[src/rtl/hls_txn_pkg.sv]
// hls_txn_pkg: shared types and helpers for the HLS transaction recorder.
//   txn_rec_t   - one latency record (start, done, latency), fields sized for
//                 the widest supported timestamp; narrower TS_W values are
//                 zero-extended into it.
//   trk_state_e - start-tracker FSM states.
//   sat_inc16   - 16-bit saturating increment used by the drop counter.
package hls_txn_pkg;

    localparam int TS_W_MAX = 32;

    typedef struct packed {
        logic [TS_W_MAX-1:0] start_ts;
        logic [TS_W_MAX-1:0] done_ts;
        logic [TS_W_MAX-1:0] latency;
    } txn_rec_t;

    typedef enum logic {
        TRK_IDLE       = 1'b0,
        TRK_WAIT_READY = 1'b1
    } trk_state_e;

    function automatic logic [15:0] sat_inc16(input logic [15:0] v);
        return (v == 16'hFFFF) ? v : v + 16'd1;
    endfunction

endpackage

[src/rtl/txn_sync_fifo.sv]
// txn_sync_fifo: single-clock show-ahead FIFO.
//   clock, reset      - rising-edge clock, asynchronous active-high reset
//   wr_en, wr_data    - push request and data
//   rd_en             - pop request (ignored while empty)
//   rd_data           - head entry, valid whenever empty=0; reads 0 when empty
//   full, empty       - occupancy flags
// A push into a full FIFO succeeds when a pop happens in the same cycle.
module txn_sync_fifo #(
    parameter int DATA_W = 32,
    parameter int DEPTH  = 4
) (
    input  logic              clock,
    input  logic              reset,
    input  logic              wr_en,
    input  logic [DATA_W-1:0] wr_data,
    input  logic              rd_en,
    output logic [DATA_W-1:0] rd_data,
    output logic              full,
    output logic              empty
);

    localparam int AW = $clog2(DEPTH);

    logic [DATA_W-1:0] mem_q [DEPTH];
    logic [AW-1:0]     wr_ptr_q, rd_ptr_q;
    logic [AW:0]       cnt_q, cnt_d;
    logic              do_rd, do_wr;

    assign empty   = (cnt_q == '0);
    assign full    = (cnt_q == (AW+1)'(DEPTH));
    assign do_rd   = rd_en && !empty;
    assign do_wr   = wr_en && (!full || do_rd);
    // Force the head to zero when empty so idle outputs are clean.
    assign rd_data = empty ? '0 : mem_q[rd_ptr_q];

    always_comb begin
        cnt_d = cnt_q;
        if (do_wr && !do_rd) begin
            cnt_d = cnt_q + 1'b1;
        end else if (do_rd && !do_wr) begin
            cnt_d = cnt_q - 1'b1;
        end
    end

    always_ff @(posedge clock or posedge reset) begin
        if (reset) begin
            wr_ptr_q <= '0;
            rd_ptr_q <= '0;
            cnt_q    <= '0;
        end else begin
            if (do_wr) wr_ptr_q <= wr_ptr_q + 1'b1;
            if (do_rd) rd_ptr_q <= rd_ptr_q + 1'b1;
            cnt_q <= cnt_d;
        end
    end

    always_ff @(posedge clock) begin
        if (do_wr) mem_q[wr_ptr_q] <= wr_data;
    end

endmodule

[src/rtl/hls_txn_recorder.sv]
// hls_txn_recorder: timestamps ap_start/ap_ready starts and ap_done/ap_continue
// completions of one HLS module, pairs them in order and streams one latency
// record per transaction.
//   clock, reset                         - clock, asynchronous active-high reset
//   ap_start, ap_ready, ap_done, ap_continue - observed handshake
//   finish                               - end of run, latched internally
//   rec_valid/rec_ready                  - record stream handshake (show-ahead)
//   rec_start_ts, rec_done_ts, rec_latency - record fields (TS_W bits)
//   txn_count, drop_count                - completed / dropped transactions
//   err_orphan, err_overflow             - sticky protocol error flags
//   drained                              - finished and fully idle (registered)
module hls_txn_recorder
    import hls_txn_pkg::*;
#(
    parameter int TS_W  = 32,
    parameter int OUTS  = 4,
    parameter int DEPTH = 8
) (
    input  logic            clock,
    input  logic            reset,
    input  logic            ap_start,
    input  logic            ap_ready,
    input  logic            ap_done,
    input  logic            ap_continue,
    input  logic            finish,
    output logic            rec_valid,
    input  logic            rec_ready,
    output logic [TS_W-1:0] rec_start_ts,
    output logic [TS_W-1:0] rec_done_ts,
    output logic [TS_W-1:0] rec_latency,
    output logic [31:0]     txn_count,
    output logic [15:0]     drop_count,
    output logic            err_orphan,
    output logic            err_overflow,
    output logic            drained
);

    trk_state_e      state_q, state_d;
    logic [TS_W-1:0] ts_q;
    logic [TS_W-1:0] cap_ts_q, cap_ts_d;
    logic            finish_q;
    logic [31:0]     txn_count_q;
    logic [15:0]     drop_count_q;
    logic            err_orphan_q, err_overflow_q, drained_q;

    logic            start_cmp;
    logic [TS_W-1:0] start_ts;
    logic            done_evt, q_pop, q_push, bypass, rec_form;
    logic            orphan_set, overflow_set, rec_pop, rec_drop, drained_d;
    logic [TS_W-1:0] q_head, pair_start, pair_lat;
    logic            q_full, q_empty, rec_full, rec_empty;
    txn_rec_t        rec_wr, rec_head;

    // Start tracker: a start is complete when ap_start and ap_ready coincide;
    // the timestamp is that of the first cycle ap_start was seen.
    always_comb begin
        state_d   = state_q;
        cap_ts_d  = cap_ts_q;
        start_cmp = 1'b0;
        start_ts  = cap_ts_q;
        case (state_q)
            TRK_IDLE: begin
                if (ap_start && !finish_q) begin
                    if (ap_ready) begin
                        start_cmp = 1'b1;
                        start_ts  = ts_q;
                    end else begin
                        state_d  = TRK_WAIT_READY;
                        cap_ts_d = ts_q;
                    end
                end
            end
            TRK_WAIT_READY: begin
                if (ap_start && ap_ready) begin
                    start_cmp = 1'b1;
                    state_d   = TRK_IDLE;
                end else if (!ap_start) begin
                    // ap_start withdrawn before ready: discard the capture.
                    state_d = TRK_IDLE;
                end
            end
            default: state_d = TRK_IDLE;
        endcase
    end

    // Pairing: a done takes the oldest pending start; with nothing pending it
    // may pair directly with a start completing in the same cycle.
    assign done_evt     = ap_done && ap_continue;
    assign q_pop        = done_evt && !q_empty;
    assign bypass       = done_evt && q_empty && start_cmp;
    assign q_push       = start_cmp && !bypass;
    assign rec_form     = q_pop || bypass;
    assign orphan_set   = done_evt && q_empty && !start_cmp;
    assign overflow_set = q_push && q_full && !q_pop;
    assign pair_start   = q_pop ? q_head : start_ts;
    assign pair_lat     = ts_q - pair_start;

    assign rec_wr = '{start_ts: TS_W_MAX'(pair_start),
                      done_ts:  TS_W_MAX'(ts_q),
                      latency:  TS_W_MAX'(pair_lat)};

    assign rec_pop   = rec_valid && rec_ready;
    assign rec_drop  = rec_form && rec_full && !rec_pop;
    assign drained_d = finish_q && rec_empty && q_empty && (state_q == TRK_IDLE);

    txn_sync_fifo #(.DATA_W(TS_W), .DEPTH(OUTS)) u_outstanding (
        .clock  (clock),
        .reset  (reset),
        .wr_en  (q_push),
        .wr_data(start_ts),
        .rd_en  (q_pop),
        .rd_data(q_head),
        .full   (q_full),
        .empty  (q_empty)
    );

    txn_sync_fifo #(.DATA_W($bits(txn_rec_t)), .DEPTH(DEPTH)) u_records (
        .clock  (clock),
        .reset  (reset),
        .wr_en  (rec_form),
        .wr_data(rec_wr),
        .rd_en  (rec_pop),
        .rd_data(rec_head),
        .full   (rec_full),
        .empty  (rec_empty)
    );

    always_ff @(posedge clock or posedge reset) begin
        if (reset) begin
            state_q        <= TRK_IDLE;
            ts_q           <= '0;
            cap_ts_q       <= '0;
            finish_q       <= 1'b0;
            txn_count_q    <= '0;
            drop_count_q   <= '0;
            err_orphan_q   <= 1'b0;
            err_overflow_q <= 1'b0;
            drained_q      <= 1'b0;
        end else begin
            state_q   <= state_d;
            ts_q      <= ts_q + 1'b1;
            cap_ts_q  <= cap_ts_d;
            finish_q  <= finish_q | finish;
            drained_q <= drained_d;
            if (rec_form)     txn_count_q    <= txn_count_q + 32'd1;
            if (rec_drop)     drop_count_q   <= sat_inc16(drop_count_q);
            if (orphan_set)   err_orphan_q   <= 1'b1;
            if (overflow_set) err_overflow_q <= 1'b1;
        end
    end

    // Records carry TS_W_MAX-bit fields; only the low TS_W bits are meaningful.
    generate
        if (TS_W < TS_W_MAX) begin : g_trim
            logic unused_hi;
            assign unused_hi = ^{rec_head.start_ts[TS_W_MAX-1:TS_W],
                                 rec_head.done_ts[TS_W_MAX-1:TS_W],
                                 rec_head.latency[TS_W_MAX-1:TS_W]};
        end
    endgenerate

    assign rec_valid    = !rec_empty;
    assign rec_start_ts = rec_head.start_ts[TS_W-1:0];
    assign rec_done_ts  = rec_head.done_ts[TS_W-1:0];
    assign rec_latency  = rec_head.latency[TS_W-1:0];
    assign txn_count    = txn_count_q;
    assign drop_count   = drop_count_q;
    assign err_orphan   = err_orphan_q;
    assign err_overflow = err_overflow_q;
    assign drained      = drained_q;

endmodule
[config.mk]
export PLATFORM = sky130hd
export DESIGN_NAME = hls_txn_recorder
export DESIGN_NICKNAME = d
export VERILOG_FILES = /design/src/rtl/hls_txn_pkg.sv /design/src/rtl/txn_sync_fifo.sv /design/src/rtl/hls_txn_recorder.sv
export SDC_FILE = /design/constraint.sdc
export NUM_CORES = 1
export LEC_CHECK = 0
export ABC_CLOCK_PERIOD_IN_PS = 8800
export CORE_MARGIN = 2
export CORE_UTILIZATION = 43
export CTS_CLUSTER_DIAMETER = 50
export DETAILED_ROUTE_END_ITERATION = 8
export GPL_ROUTABILITY_DRIVEN = 0
export GPL_TIMING_DRIVEN = 0
export PLACE_DENSITY_LB_ADDON = 0.15
export RECOVER_POWER = 100
export SYNTH_ARGS = -nofsm -noshare
export SYNTH_HDL_FRONTEND = slang
export SYNTH_SLANG_ARGS = --single-unit
[constraint.sdc]
create_clock -name clock -period 8.8 [get_ports clock]
set_input_delay 2.64 -clock clock [delete_from_list [all_inputs] [get_ports clock]]
set_output_delay 2.64 -clock clock [all_outputs]
set_load 0.03 [all_outputs]
==> results of run 1 <==
==> critical path, cell delays in order <==
cell,delay (ns)
dlygate4sd3_1,0.57
o311a_1,0.15
clkbuf_1,0.25
inv_2,0.23
clkbuf_1,0.55
nor2_1,0.11
nor2_1,0.74
ha_1,0.31
inv_1,0.06
fa_1,0.42
a211oi_1,0.30
o21ai_0,0.28
nand4_1,0.24
a31oi_1,0.19
a2111oi_1,0.57
o31ai_1,0.15
xor2_1,0.79
==> cells in the final DEF (no fill, tap or decap), types with 44 or more instances in the layout <==
cell type / netlist / layout
edfxtp_1: 896 / 896
mux2i_1: 126 / 126
dlygate4sd3_1: 0 / 145
clkbuf_16: 0 / 121
inv_1: 82 / 81
o21ai_0: 50 / 50
ha_1: 44 / 44
xnor2_1: 78 / 78
dfrtp_1: 134 / 134
nor2_1: 147 / 147
mux4_2: 224 / 224
nand2_1: 93 / 93
clkbuf_1: 57 / 146
==> routing by layer <==
metal | track usage (%) | up-vias | wire [µm]
li1 | - | 9608 | -
met1 | 27.4 | 11600 | 42000
met2 | 32.5 | 636 | 48400
met3 | 4.04 | 160 | 6240
met4 | 8.58 | 0 | 4180
met5 | 0 | - | 0
==> how the worst max path moves through the flow <==
stage                                             to  cells after the start       from
floorplan            u_records.mem_q[6][0]$_DFFE_PP_                      6   ap_start
global placement    u_records.mem_q[5][84]$_DFFE_PP_                      6  rec_ready
detailed placement  u_records.mem_q[4][28]$_DFFE_PP_                     17    ap_done
CTS                 u_records.mem_q[6][28]$_DFFE_PP_                     17    ap_done
global route        u_records.mem_q[4][23]$_DFFE_PP_                     15   ap_start
finish              u_records.mem_q[5][28]$_DFFE_PP_                     17    ap_done
==> cells by family (layout without fill, tap and decap cells) <==
group / Yosys count / in the layout / share of synthesized area, %
fa+ha+maj: 47 / 47 / 1.46
buf+inv: 181 / 606 / 1.71
other cells: 0 / 4 / 0
xor+xnor: 115 / 115 / 2.40
mux: 389 / 389 / 16.1
simple gates: 365 / 365 / 3.96
flops: 1030 / 1030 / 72.1
compound gates: 147 / 147 / 2.24
==> power breakdown <==
group / total (mW) / leakage, nW / switching (mW) / internal [mW]
Clock: 4.65 / 1.83 / 1.95 / 2.70
Sequential: 5.91 / 10.3 / 0.109 / 5.80
Combinational: 4.98 / 5.92 / 3.08 / 1.90
==> sequential cells by signal, indices dropped and copies added, names as in the netlist <==
name,count
cap_ts_q,32
drained,1
drop_count,16
err_orphan,1
err_overflow,1
finish_q,1
state_q,1
ts_q,32
txn_count,32
u_outstanding.cnt_q,3
u_outstanding.mem_q,128
u_outstanding.rd_ptr_q,2
u_outstanding.wr_ptr_q,2
u_records.cnt_q,4
u_records.mem_q,768
u_records.rd_ptr_q,3
u_records.wr_ptr_q,3
==> through the flow <==
stage          TNS (ns)  cells  utilization (%)
2_1_floorplan         0   2274                -
3_3_place_gp   -3486.90   3705             46.6
3_5_place_dp          0   3755             47.8
4_1_cts               0   3975             51.7
5_1_grt               0   3975             50.7
6_report              0   3979             50.7
==> area by class of cell <==
cell class              instances  area (µm²)
fillers                      7901       47700
flip-flops and latches       1030       30300
multi-input cells            1063       11000
clock buffers                 151        3170
repair buffers                205        1740
well taps                    1276        1600
clock inverters                69         573
plain buffers                  98         390
inverters                      83         313
diodes                          4        10.0
==> Implementation_results.wiki, run 1 <==
{| class="wikitable"
! Metric !! Value
|-
| Crit path required time || 9.14 ns
|-
| Register bit total from synthesis || 1030
|-
| Launching element type of the critical path || input port
|-
| Setup slack on the worst flop-to-flop path || 2.43 ns
|-
| Global routing usage summed across all routing layers || 20.3%
|-
| Post-CTS Setup Inserts || 0
|-
| Buffers on Ports || 155
|-
| Buffer type at the clock tree root || clkbuf_16
|-
| Post-synthesis async set-or-reset flop share || 13.0%
|-
| Largest vdd supply drop || 0.249 mV
|-
| Number of nets in the synthesized netlist || 2329
|-
| Num rows || 114
|-
| Critical Setup Path Class || in2reg
|-
| Area share of the largest cell type after synthesis || 64.2%
|-
| Flip-flop cell with the highest count after synthesis || edfxtp_1
|-
| Worst hold path type || reg2reg
|-
| Library cell with the largest summed area after synthesis || edfxtp_1
|-
| Worst-path clk slew || 0.06 ns
|-
| Final setup vio count || 0
|-
| Number of enable-type register cells in the synthesized netlist || 896
|-
| Biggest area contributors in the synthesized netlist || edfxtp_1, mux4_2, dfrtp_1
|-
| Count of distinct cell types in the synthesized netlist || 63
|-
| PD cells || 317 nW/µm²
|-
| Synth top cells by count || edfxtp_1, mux4_2, nor2_1
|-
| Routed wire length || 101000 µm
|-
| Post-route clock period utilization || 93.5%
|-
| Hold path start || err_orphan$_DFFE_PP0P_
|-
| First-pass GRT wire length || 148000 µm
|-
| Endpoint of the worst hold-timing path || err_orphan$_DFFE_PP0P_
|-
| TritonCTS clock tree || yes
|-
| Number of global-route vias before repair || 23000
|-
| Half-perimeter wire length of the detailed placement result || 66300 µm
|-
| Overflow left after global routing || 0
|-
| Share of post-route cells with drive strength above 1 || 17.2%
|-
| Clock Latency Late Sink || 0.69 ns
|-
| Share of the yosys chip area belonging to registers || 72.1%
|-
| Max Fclk || 122 MHz
|-
| Number of instances on the worst hold path || 1
|-
| Placed Instance Area || 46200 µm²
|-
| Most common cell in the synthesized netlist || edfxtp_1
|-
| Cell area after technology mapping || 41900 µm²
|-
| Number of failing hold endpoints at the final stage || 0
|-
| Total leakage power || 18.1 nW
|-
| Number of instances resized during post-cts repair || 0
|-
| Final count of pins violating max slew || 791
|-
| Number of DRC markers after the initial detailed-route iteration || 1781
|-
| Failing checks || capacitance limit, slew limit
|-
| First-pass iteration count of the detailed router || 5
|-
| Tmin final || 8.23 ns
|-
| Detailed-route vias per instance || 5.53
|-
| Chip Height || 316 µm
|-
| Floorplan die area || 100000 µm²
|-
| Setup skew after layout || 0.0326 ns
|-
| Final worst setup slack || 0.571 ns
|-
| Horiz. Die Dim || 316 µm
|-
| Worst max-slew margin expressed relative to the limit || -90.4%
|-
| Routed via count || 22000
|-
| Number of top-level pins || 156
|-
| Placeable core region || 96700 µm²
|-
| Transition time of the tightest slew-check pin || 2.84 ns
|-
| Maximum net fanout on the critical path || 10
|-
| Max clock buf depth || 3
|-
| PnR Total Power || 15.5 mW
|-
| Startpoint of the worst-slack reg-to-reg timing path || u_outstanding.cnt_q[2]$_DFFE_PP0P_
|-
| Arrival @ worst endpoint || 8.57 ns
|-
| Number of maximum-capacitance violations || 33
|-
| Post-detailed-route wirelength per cell || 25.3 µm
|-
| Antenna violations before repair || 2
|-
| Antenna violation net count after detailed routing || 0
|-
| Total number of yosys warnings || 0
|-
| Post-synthesis average cell area || 18.4 µm²
|-
| Outcome || finished with violations
|-
| RSZ-0062 raised after global routing || no
|-
| TritonCTS buffer count || 117
|-
| Worst slack after detailed placement || 0.200 ns
|-
| Gate Count Post-Synth || 2274
|-
| Final net count || 2653
|-
| Pin count of the biggest net entering global routing || 79
|-
| Clock Sink Count || 1030
|-
| Post-Route Hold Slack || 0.459 ns
|-
| Capturing element type of the critical path || register
|-
| Count of H-tree levels built during CTS || 3
|-
| Starting density of the core || 43.4%
|-
| Final design area excluding fillers || 49000 µm²
|-
| Area growth from synthesis to final layout || 16.9%
|-
| Number of buffers added to fix hold violations after cts || 0
|-
| Depth of the worst register-to-register path || 16
|-
| Reg-to-reg critical path endpoint || u_records.mem_q[5][28]$_DFFE_PP_
|-
| Drt drc || 0
|}
(Power assumes the default switching activity.)
==> run 2: changes to the inputs <==
Settings changed: ABC_CLOCK_PERIOD_IN_PS 8800 to 9400, PLACE_DENSITY from default to 0.58, PLACE_DENSITY_LB_ADDON 0.15 to default, SLEW_MARGIN from default to 20.
Clock period 8.8 ns to 9.4 ns, I/O delays scaled along.
==> Implementation_results.wiki, run 2 (synthesized netlist as in run 1, its figures left out) <==
{| class="wikitable"
! Metric !! Value
|-
| First-pass iteration count of the detailed router || 5 (unchanged)
|-
| Number of failing hold endpoints at the final stage || 0 (unchanged)
|-
| Crit path required time || 9.73 ns (was 9.14 ns)
|-
| Routed wire length || 99700 µm (was 101000 µm)
|-
| Antenna violations before repair || 0 (was 2)
|-
| Chip Height || 316 µm (unchanged)
|-
| Post-detailed-route wirelength per cell || 25.1 µm (was 25.3 µm)
|-
| Area of the multi-input gates || 11000 µm² (about the same)
|-
| Buffers on Ports || 155 (unchanged)
|-
| RSZ-0062 raised after global routing || no (unchanged)
|-
| Startpoint of the worst-slack reg-to-reg timing path || u_outstanding.cnt_q[2]$_DFFE_PP0P_ (unchanged)
|-
| Post-CTS Setup Inserts || 0 (unchanged)
|-
| Total leakage power || 18.1 nW (about the same)
|-
| Flip-flop count of the largest register, all copies and words added || 768 (unchanged)
|-
| First-pass GRT wire length || 148000 µm (about the same)
|-
| Registers with the highest flip-flop counts || u_records.mem_q x768, u_outstanding.mem_q x128 (unchanged)
|-
| Max clock buf depth || 3 (unchanged)
|-
| Endpoint of the worst hold-timing path || txn_count[31]$_DFFE_PP0P_ (was err_orphan$_DFFE_PP0P_)
|-
| PD cells || 295 nW/µm² (was 317 nW/µm²)
|-
| Area growth from synthesis to final layout || 16.8% (was 16.9%)
|-
| Total placed cells including tap cells || 3767 (was 3755)
|-
| Setup slack on the worst flop-to-flop path || 2.93 ns (was 2.43 ns)
|-
| Floorplan die area || 100000 µm² (unchanged)
|-
| Clock Latency Late Sink || 0.68 ns (was 0.69 ns)
|-
| Starting density of the core || 43.4% (unchanged)
|-
| TritonCTS buffer count || 113 (was 117)
|-
| Worst max-slew margin expressed relative to the limit || -56.1% (was -90.4%)
|-
| Largest vdd supply drop || 0.140 mV (was 0.249 mV)
|-
| Final count of pins violating max slew || 271 (was 791)
|-
| Final worst setup slack || 0.895 ns (was 0.571 ns)
|-
| Final net count || 2661 (was 2653)
|-
| Detailed-route vias per instance || 5.52 (was 5.53)
|-
| Outcome || finished with violations (unchanged)
|-
| Hold path start || txn_count[31]$_DFFE_PP0P_ (was err_orphan$_DFFE_PP0P_)
|-
| Number of instances on the worst hold path || 1 (unchanged)
|-
| Number of maximum-capacitance violations || 9 (was 33)
|-
| Worst-path clk slew || 0.06 ns (about the same)
|-
| Global routing usage summed across all routing layers || 20.2% (was 20.3%)
|-
| Number of buffers added to fix hold violations after cts || 0 (unchanged)
|-
| Max Fclk || 118 MHz
|-
| Clock Sink Count || 1030 (unchanged)
|-
| Reg with most FFs || u_records.mem_q (unchanged)
|-
| Setup skew after layout || 0.0258 ns (was 0.0326 ns)
|-
| Number of global-route vias before repair || 23000 (about the same)
|-
| Post-route clock period utilization || 90.5%
|-
| Worst hold path type || reg2reg (unchanged)
|-
| FF/Latch Area || 30300 µm² (unchanged)
|-
| Buffer type at the clock tree root || clkbuf_16 (unchanged)
|-
| Final setup vio count || 0 (unchanged)
|-
| Pin count of the biggest net entering global routing || 85 (was 79)
|-
| Horiz. Die Dim || 316 µm (unchanged)
|-
| Post-Route Utilization || 50.7% (about the same)
|-
| Most common library cell in the layout ignoring fill and taps || edfxtp_1 (unchanged)
|-
| Failing checks || capacitance limit, slew limit (unchanged)
|-
| Num rows || 114 (unchanged)
|-
| Commonest cells after routing, fill and taps aside || edfxtp_1, mux4_2, clkbuf_1, nor2_1, dlygate4sd3_1 (was edfxtp_1, mux4_2, nor2_1, clkbuf_1, dlygate4sd3_1)
|-
| Depth of the worst register-to-register path || 16 (unchanged)
|-
| Count of H-tree levels built during CTS || 3 (unchanged)
|-
| Number of instances resized during post-cts repair || 0 (unchanged)
|-
| Half-perimeter wire length of the detailed placement result || 67000 µm (was 66300 µm)
|-
| Overflow left after global routing || 0 (unchanged)
|-
| Arrival @ worst endpoint || 8.84 ns (was 8.57 ns)
|-
| Accumulated negative setup slack || 0 ns (unchanged)
|-
| Launching element type of the critical path || input port (unchanged)
|-
| Routed via count || 22000 (about the same)
|-
| Reg-to-reg critical path endpoint || u_records.mem_q[2][24]$_DFFE_PP_ (was u_records.mem_q[5][28]$_DFFE_PP_)
|-
| Drt drc || 0 (unchanged)
|-
| Maximum net fanout on the critical path || 10 (unchanged)
|-
| Final std cells w/o fill || 3976 (was 3979)
|-
| Tmin final || 8.51 ns
|-
| TritonCTS clock tree || yes (unchanged)
|-
| Fillcell total || 7939 (was 7901)
|-
| Capturing element type of the critical path || register (unchanged)
|-
| Number of DRC markers after the initial detailed-route iteration || 1730 (was 1781)
|-
| Placed Instance Area || 46500 µm² (was 46200 µm²)
|-
| Placeable core region || 96700 µm² (unchanged)
|-
| Antenna violation net count after detailed routing || 0 (unchanged)
|-
| Transition time of the tightest slew-check pin || 2.33 ns (was 2.84 ns)
|-
| Share of post-route cells with drive strength above 1 || 17.0% (was 17.2%)
|-
| Number of top-level pins || 156 (unchanged)
|-
| Worst slack after detailed placement || 0.719 ns (was 0.200 ns)
|-
| Final design area excluding fillers || 49000 µm² (about the same)
|-
| Critical Setup Path Class || in2reg (unchanged)
|}
## run 2: critical path: stages
cell and delay (ns):
dlygate4sd3_1 0.57, o311a_1 0.13, clkbuf_1 0.24, inv_1 0.31
clkbuf_1 0.55, nor2_1 0.11, nor2_1 0.72, ha_1 0.31
inv_1 0.06, fa_1 0.43, a211oi_1 0.32, o21ai_0 0.27
nand4_1 0.22, a31oi_1 0.18, a2111oi_0 0.68, nor2_1 0.11
xor2_1 0.78
## run 2: stage by stage
step	hold slack [ns]	power (mW)
after floorplan	0.464	8.70
after global placement	0.444	10.5
after detailed placement	0.459	10.6
after CTS	0.473	14.9
after global routing	0.481	15.1
final	0.467	14.5
## run 2: power by group
group	leakage, nW	switching [mW]	internal (mW)
clock	1.77	1.76	2.51
sequential	10.3	0.108	5.43
combinational	5.96	2.86	1.79
total	18.1	4.73	9.73
## run 2: layer usage
| layer | GRT usage (%) | vias to the layer above | share of wire (%) |
|---|---|---|---|
| met5 | 0 | - | 0 |
| li1 | - | 9603 | - |
| met4 | 5.67 | 0 | 2.4 |
| met2 | 33.6 | 619 | 49 |
| met1 | 28.1 | 11600 | 43 |
| met3 | 2.88 | 128 | 5.2 |
## run 2: worst max path at each step
| stage | startpoint | to | slack (ns) | cells after the start |
|---|---|---|---|---|
| after CTS | ap_done | u_records.mem_q[1][28]$_DFFE_PP_ | 1.44 | 17 |
| after floorplan | ap_start | u_records.mem_q[6][0]$_DFFE_PP_ | 1.25 | 6 |
| final | ap_continue | u_records.mem_q[2][24]$_DFFE_PP_ | 0.89 | 17 |
| after detailed placement | ap_done | u_records.mem_q[0][24]$_DFFE_PP_ | 0.72 | 17 |
| after global routing | ap_start | u_records.mem_q[3][28]$_DFFE_PP_ | 0.53 | 15 |
| after global placement | rec_ready | u_records.mem_q[4][92]$_DFFE_PP_ | -4.29 | 6 |
## run 2: area by class of cell
type / count / area share [%]
Clock inverter: 56 / 1.06
Tap cell: 1276 / 3.26
Buffer: 98 / 0.802
Multi-Input combinational cell: 1063 / 22.4
Timing Repair Buffer: 217 / 3.72
Inverter: 83 / 0.638
Sequential cell: 1030 / 61.8
Clock buffer: 152 / 6.36
Antenna cell: 1 / 0.00511
==> run 3: changes to the inputs <==
Settings changed: CTS_BUF_LIST from default to sky130_fd_sc_hd__clkbuf_4.
==> Implementation_results.wiki, run 3 (synthesized netlist as in run 1, its figures left out) <==
{| class="wikitable"
! Metric !! Value
|-
| Outcome || finished with violations (unchanged)
|-
| Failing checks || capacitance limit, slew limit (unchanged)
|-
| Most common library cell in the layout ignoring fill and taps || edfxtp_1 (unchanged)
|-
| Worst max-slew margin expressed relative to the limit || -64.4% (was -56.1%)
|-
| Num rows || 114 (unchanged)
|-
| Worst-path cell chain || dlygate4sd3_1 -> nor4bb_1 -> clkbuf_1 -> clkbuf_1 -> mux2i_1 -> nand2_1 -> o21ai_0 -> ha_1 -> nor2b_1 -> o31a_1 -> o31ai_1 -> nand3b_1 -> a221o_1 -> o311ai_0 (was dlygate4sd3_1 -> o311a_1 -> clkbuf_1 -> inv_1 -> clkbuf_1 -> nor2_1 -> nor2_1 -> ha_1 -> inv_1 -> fa_1 -> a211oi_1 -> o21ai_0 -> nand4_1 -> a31oi_1 -> a2111oi_0 -> nor2_1 -> xor2_1)
|-
| Post-Route Hold Slack || 0.468 ns (was 0.467 ns)
|-
| PD cells || 286 nW/µm² (was 295 nW/µm²)
|-
| Largest stage delay, worst path || 1.49 ns (was 0.78 ns)
|-
| Routed wire length || 101000 µm (was 99700 µm)
|-
| Total leakage power || 18.3 nW (was 18.1 nW)
|-
| Number of instances resized during post-cts repair || 0 (unchanged)
|-
| Worst-path clk slew || 0.07 ns (was 0.06 ns)
|-
| Crit path required time || 9.99 ns (was 9.73 ns)
|-
| Post-detailed-route wirelength per cell || 23.9 µm (was 25.1 µm)
|-
| Final design area excluding fillers || 48600 µm² (was 49000 µm²)
|-
| Overflow left after global routing || 0 (unchanged)
|-
| Setup slack on the worst flop-to-flop path || 2.97 ns (was 2.93 ns)
|-
| Horiz. Die Dim || 316 µm (unchanged)
|-
| Maximum net fanout on the critical path || 10 (unchanged)
|-
| Fraction of power consumed by sequential logic || 39.9% (was 38.3%)
|-
| Clock Sink Count || 1030 (unchanged)
|-
| Starting density of the core || 43.4% (unchanged)
|-
| Number of instances on the worst hold path || 1 (unchanged)
|-
| Floorplan die area || 100000 µm² (unchanged)
|-
| Endpoint of the worst hold-timing path || txn_count[31]$_DFFE_PP0P_ (unchanged)
|-
| Number of top-level pins || 156 (unchanged)
|-
| PnR Total Power || 13.9 mW (was 14.5 mW)
|-
| Number of buffers added to fix hold violations after cts || 0 (unchanged)
|-
| Depth of the worst register-to-register path || 16 (unchanged)
|-
| Fraction of power spent switching nets || 33.9% (was 32.7%)
|-
| Number of failing hold endpoints at the final stage || 0 (unchanged)
|-
| Max clock buf depth || 4 (was 3)
|-
| First-pass GRT wire length || 151000 µm (was 148000 µm)
|-
| Final count of pins violating max slew || 215 (was 271)
|-
| TritonCTS clock tree || yes (unchanged)
|-
| Placeable core region || 96700 µm² (unchanged)
|-
| Commonest cells after routing, fill and taps aside || edfxtp_1, clkbuf_4, mux4_2, nor2_1, dlygate4sd3_1 (was edfxtp_1, mux4_2, clkbuf_1, nor2_1, dlygate4sd3_1)
|-
| Worst slack after detailed placement || 0.719 ns (unchanged)
|-
| Pin count of the biggest net entering global routing || 85 (unchanged)
|-
| Reg with most FFs || u_records.mem_q (unchanged)
|-
| Arrival @ worst endpoint || 8.89 ns (was 8.84 ns)
|-
| Clock network fraction of design power || 26.7% (was 29.6%)
|-
| Reg-to-reg critical path endpoint || u_records.mem_q[0][24]$_DFFE_PP_ (was u_records.mem_q[2][24]$_DFFE_PP_)
|-
| Transition time of the tightest slew-check pin || 2.45 ns (was 2.33 ns)
|-
| Clock Latency Late Sink || 1.11 ns (was 0.68 ns)
|-
| Worst hold path type || reg2reg (unchanged)
|-
| Post-Route Utilization || 50.3% (was 50.7%)
|-
| Global routing usage summed across all routing layers || 20.7% (was 20.2%)
|-
| Slowest CP cell || o311ai_0 (was xor2_1)
|-
| Antenna violation net count after detailed routing || 0 (unchanged)
|-
| Max Fclk || 120 MHz (was 118 MHz)
|-
| Chip Height || 316 µm (unchanged)
|-
| First-pass iteration count of the detailed router || 5 (unchanged)
|-
| Registers with the highest flip-flop counts || u_records.mem_q x768, u_outstanding.mem_q x128 (unchanged)
|-
| Detailed-route vias per instance || 5.38 (was 5.52)
|-
| Post-route clock period utilization || 88.3% (was 90.5%)
|-
| Drt drc || 0 (unchanged)
|-
| Cell internal power dissipation || 9.18 mW (was 9.73 mW)
|-
| Antenna violations before repair || 1 (was 0)
|-
| RSZ-0062 raised after global routing || no (unchanged)
|-
| Half-perimeter wire length of the detailed placement result || 67000 µm (unchanged)
|-
| Startpoint of the worst-slack reg-to-reg timing path || u_outstanding.cnt_q[1]$_DFFE_PP0P_ (was u_outstanding.cnt_q[2]$_DFFE_PP0P_)
|-
| Flip-flop count of the largest register, all copies and words added || 768 (unchanged)
|-
| Combinational cell fraction of total power || 33.4% (was 32.1%)
|-
| Launching element type of the critical path || input port (unchanged)
|-
| Share of post-route cells with drive strength above 1 || 23.8% (was 17.0%)
|-
| TritonCTS buffer count || 283 (was 113)
|-
| Hold path start || txn_count[31]$_DFFE_PP0P_ (unchanged)
|-
| Final setup vio count || 0 (unchanged)
|-
| Routed via count || 22800 (was 22000)
|-
| Final net count || 2831 (was 2661)
|-
| Number of global-route vias before repair || 24400 (was 23000)
|-
| Number of maximum-capacitance violations || 9 (unchanged)
|-
| Largest vdd supply drop || 0.124 mV (was 0.140 mV)
|-
| Count of H-tree levels built during CTS || 5 (was 3)
|-
| Capturing element type of the critical path || register (unchanged)
|-
| Final worst setup slack || 1.10 ns (was 0.895 ns)
|-
| Area growth from synthesis to final layout || 16.0% (was 16.8%)
|-
| Buffers on Ports || 155 (unchanged)
|-
| Setup skew after layout || 0.0736 ns (was 0.0258 ns)
|-
| Number of DRC markers after the initial detailed-route iteration || 1621 (was 1730)
|-
| Tmin final || 8.30 ns (was 8.51 ns)
|-
| Placed Instance Area || 46500 µm² (unchanged)
|-
| Post-CTS Setup Inserts || 0 (unchanged)
|-
| Total net switching power || 4.71 mW (was 4.73 mW)
|-
| Buffer type at the clock tree root || clkbuf_4 (was clkbuf_16)
|-
| Crit path top cell by count || clkbuf_1 (was nor2_1)
|-
| Critical Setup Path Class || in2reg (unchanged)
|}
==> run 3: cell count changes in the layout (fill, tap and decap cells not counted), sizes merged <==
cell,change
clkinvlp,-7
dlygate4sd3,+2
buf,+1
clkbuf,+247
bufinv,-6
inv,+7
diode,+2
clkinv,+11
clkdlybuf4s50,-2
==> run 3: critical path: cells and delay by family <==
kind	cells	cell delay (ns)
multiplexers	1	0.33
AO/OA/AOI/OAI	5	2.90
adder cells (fa/ha/maj)	1	0.39
buffers and inverters	3	1.71
AND/OR/NAND/NOR	4	0.71
==> run 3: worst max-delay path by stage <==
stage / from / end / slack [ns] / cells after the start
3_5_place_dp: ap_done / u_records.mem_q[0][24]$_DFFE_PP_ / 0.72 / 17
4_1_cts: u_records.rd_ptr_q[2]$_DFFE_PP0N_ / rec_start_ts[27] / 1.41 / 6
2_1_floorplan: ap_start / u_records.mem_q[6][0]$_DFFE_PP_ / 1.25 / 6
3_3_place_gp: rec_ready / u_records.mem_q[4][92]$_DFFE_PP_ / -4.29 / 6
6_report: ap_start / u_records.mem_q[7][17]$_DFFE_PP_ / 1.10 / 14
5_1_grt: ap_start / u_records.mem_q[6][17]$_DFFE_PP_ / 0.84 / 14
==> run 3: metal layers <==
| layer | up-vias | track usage, % | routed length (µm) |
|---|---|---|---|
| li1 | 10100 | - | - |
| met1 | 11800 | 27.6 | 43000 |
| met2 | 744 | 33.9 | 49800 |
| met3 | 127 | 4.56 | 6050 |
| met4 | 0 | 6.78 | 2110 |
| met5 | - | 0 | 0 |
==> run 3: power groups by stage <==
stage,clock network (mW),registers [mW],logic (mW)
2_1_floorplan,0,5.65,3.04
4_1_cts,3.83,5.53,5.01
6_report,3.71,5.53,4.64
3_5_place_dp,0,5.62,5.00
5_1_grt,4.09,5.56,4.98
3_3_place_gp,0,5.69,4.82
==> run 3: final cells by class <==
| type | count | area (µm²) |
|---|---|---|
| Buffer | 98 | 393 |
| Timing Repair Buffer | 217 | 1830 |
| Inverter | 83 | 313 |
| Antenna cell | 3 | 7.51 |
| Multi-Input combinational cell | 1063 | 11000 |
| Clock inverter | 61 | 262 |
| Fill cell | 8128 | 48100 |
| Clock buffer | 400 | 3000 |
| Tap cell | 1276 | 1600 |
| Sequential cell | 1030 | 30300 |
==> run 3: metrics by stage <==
stage	setup TNS, ns	std cells
detailed placement	0	3767
floorplan	0	2274
finish	0	4231
CTS	0	4228
global route	0	4230
global placement	-3059.10	3705
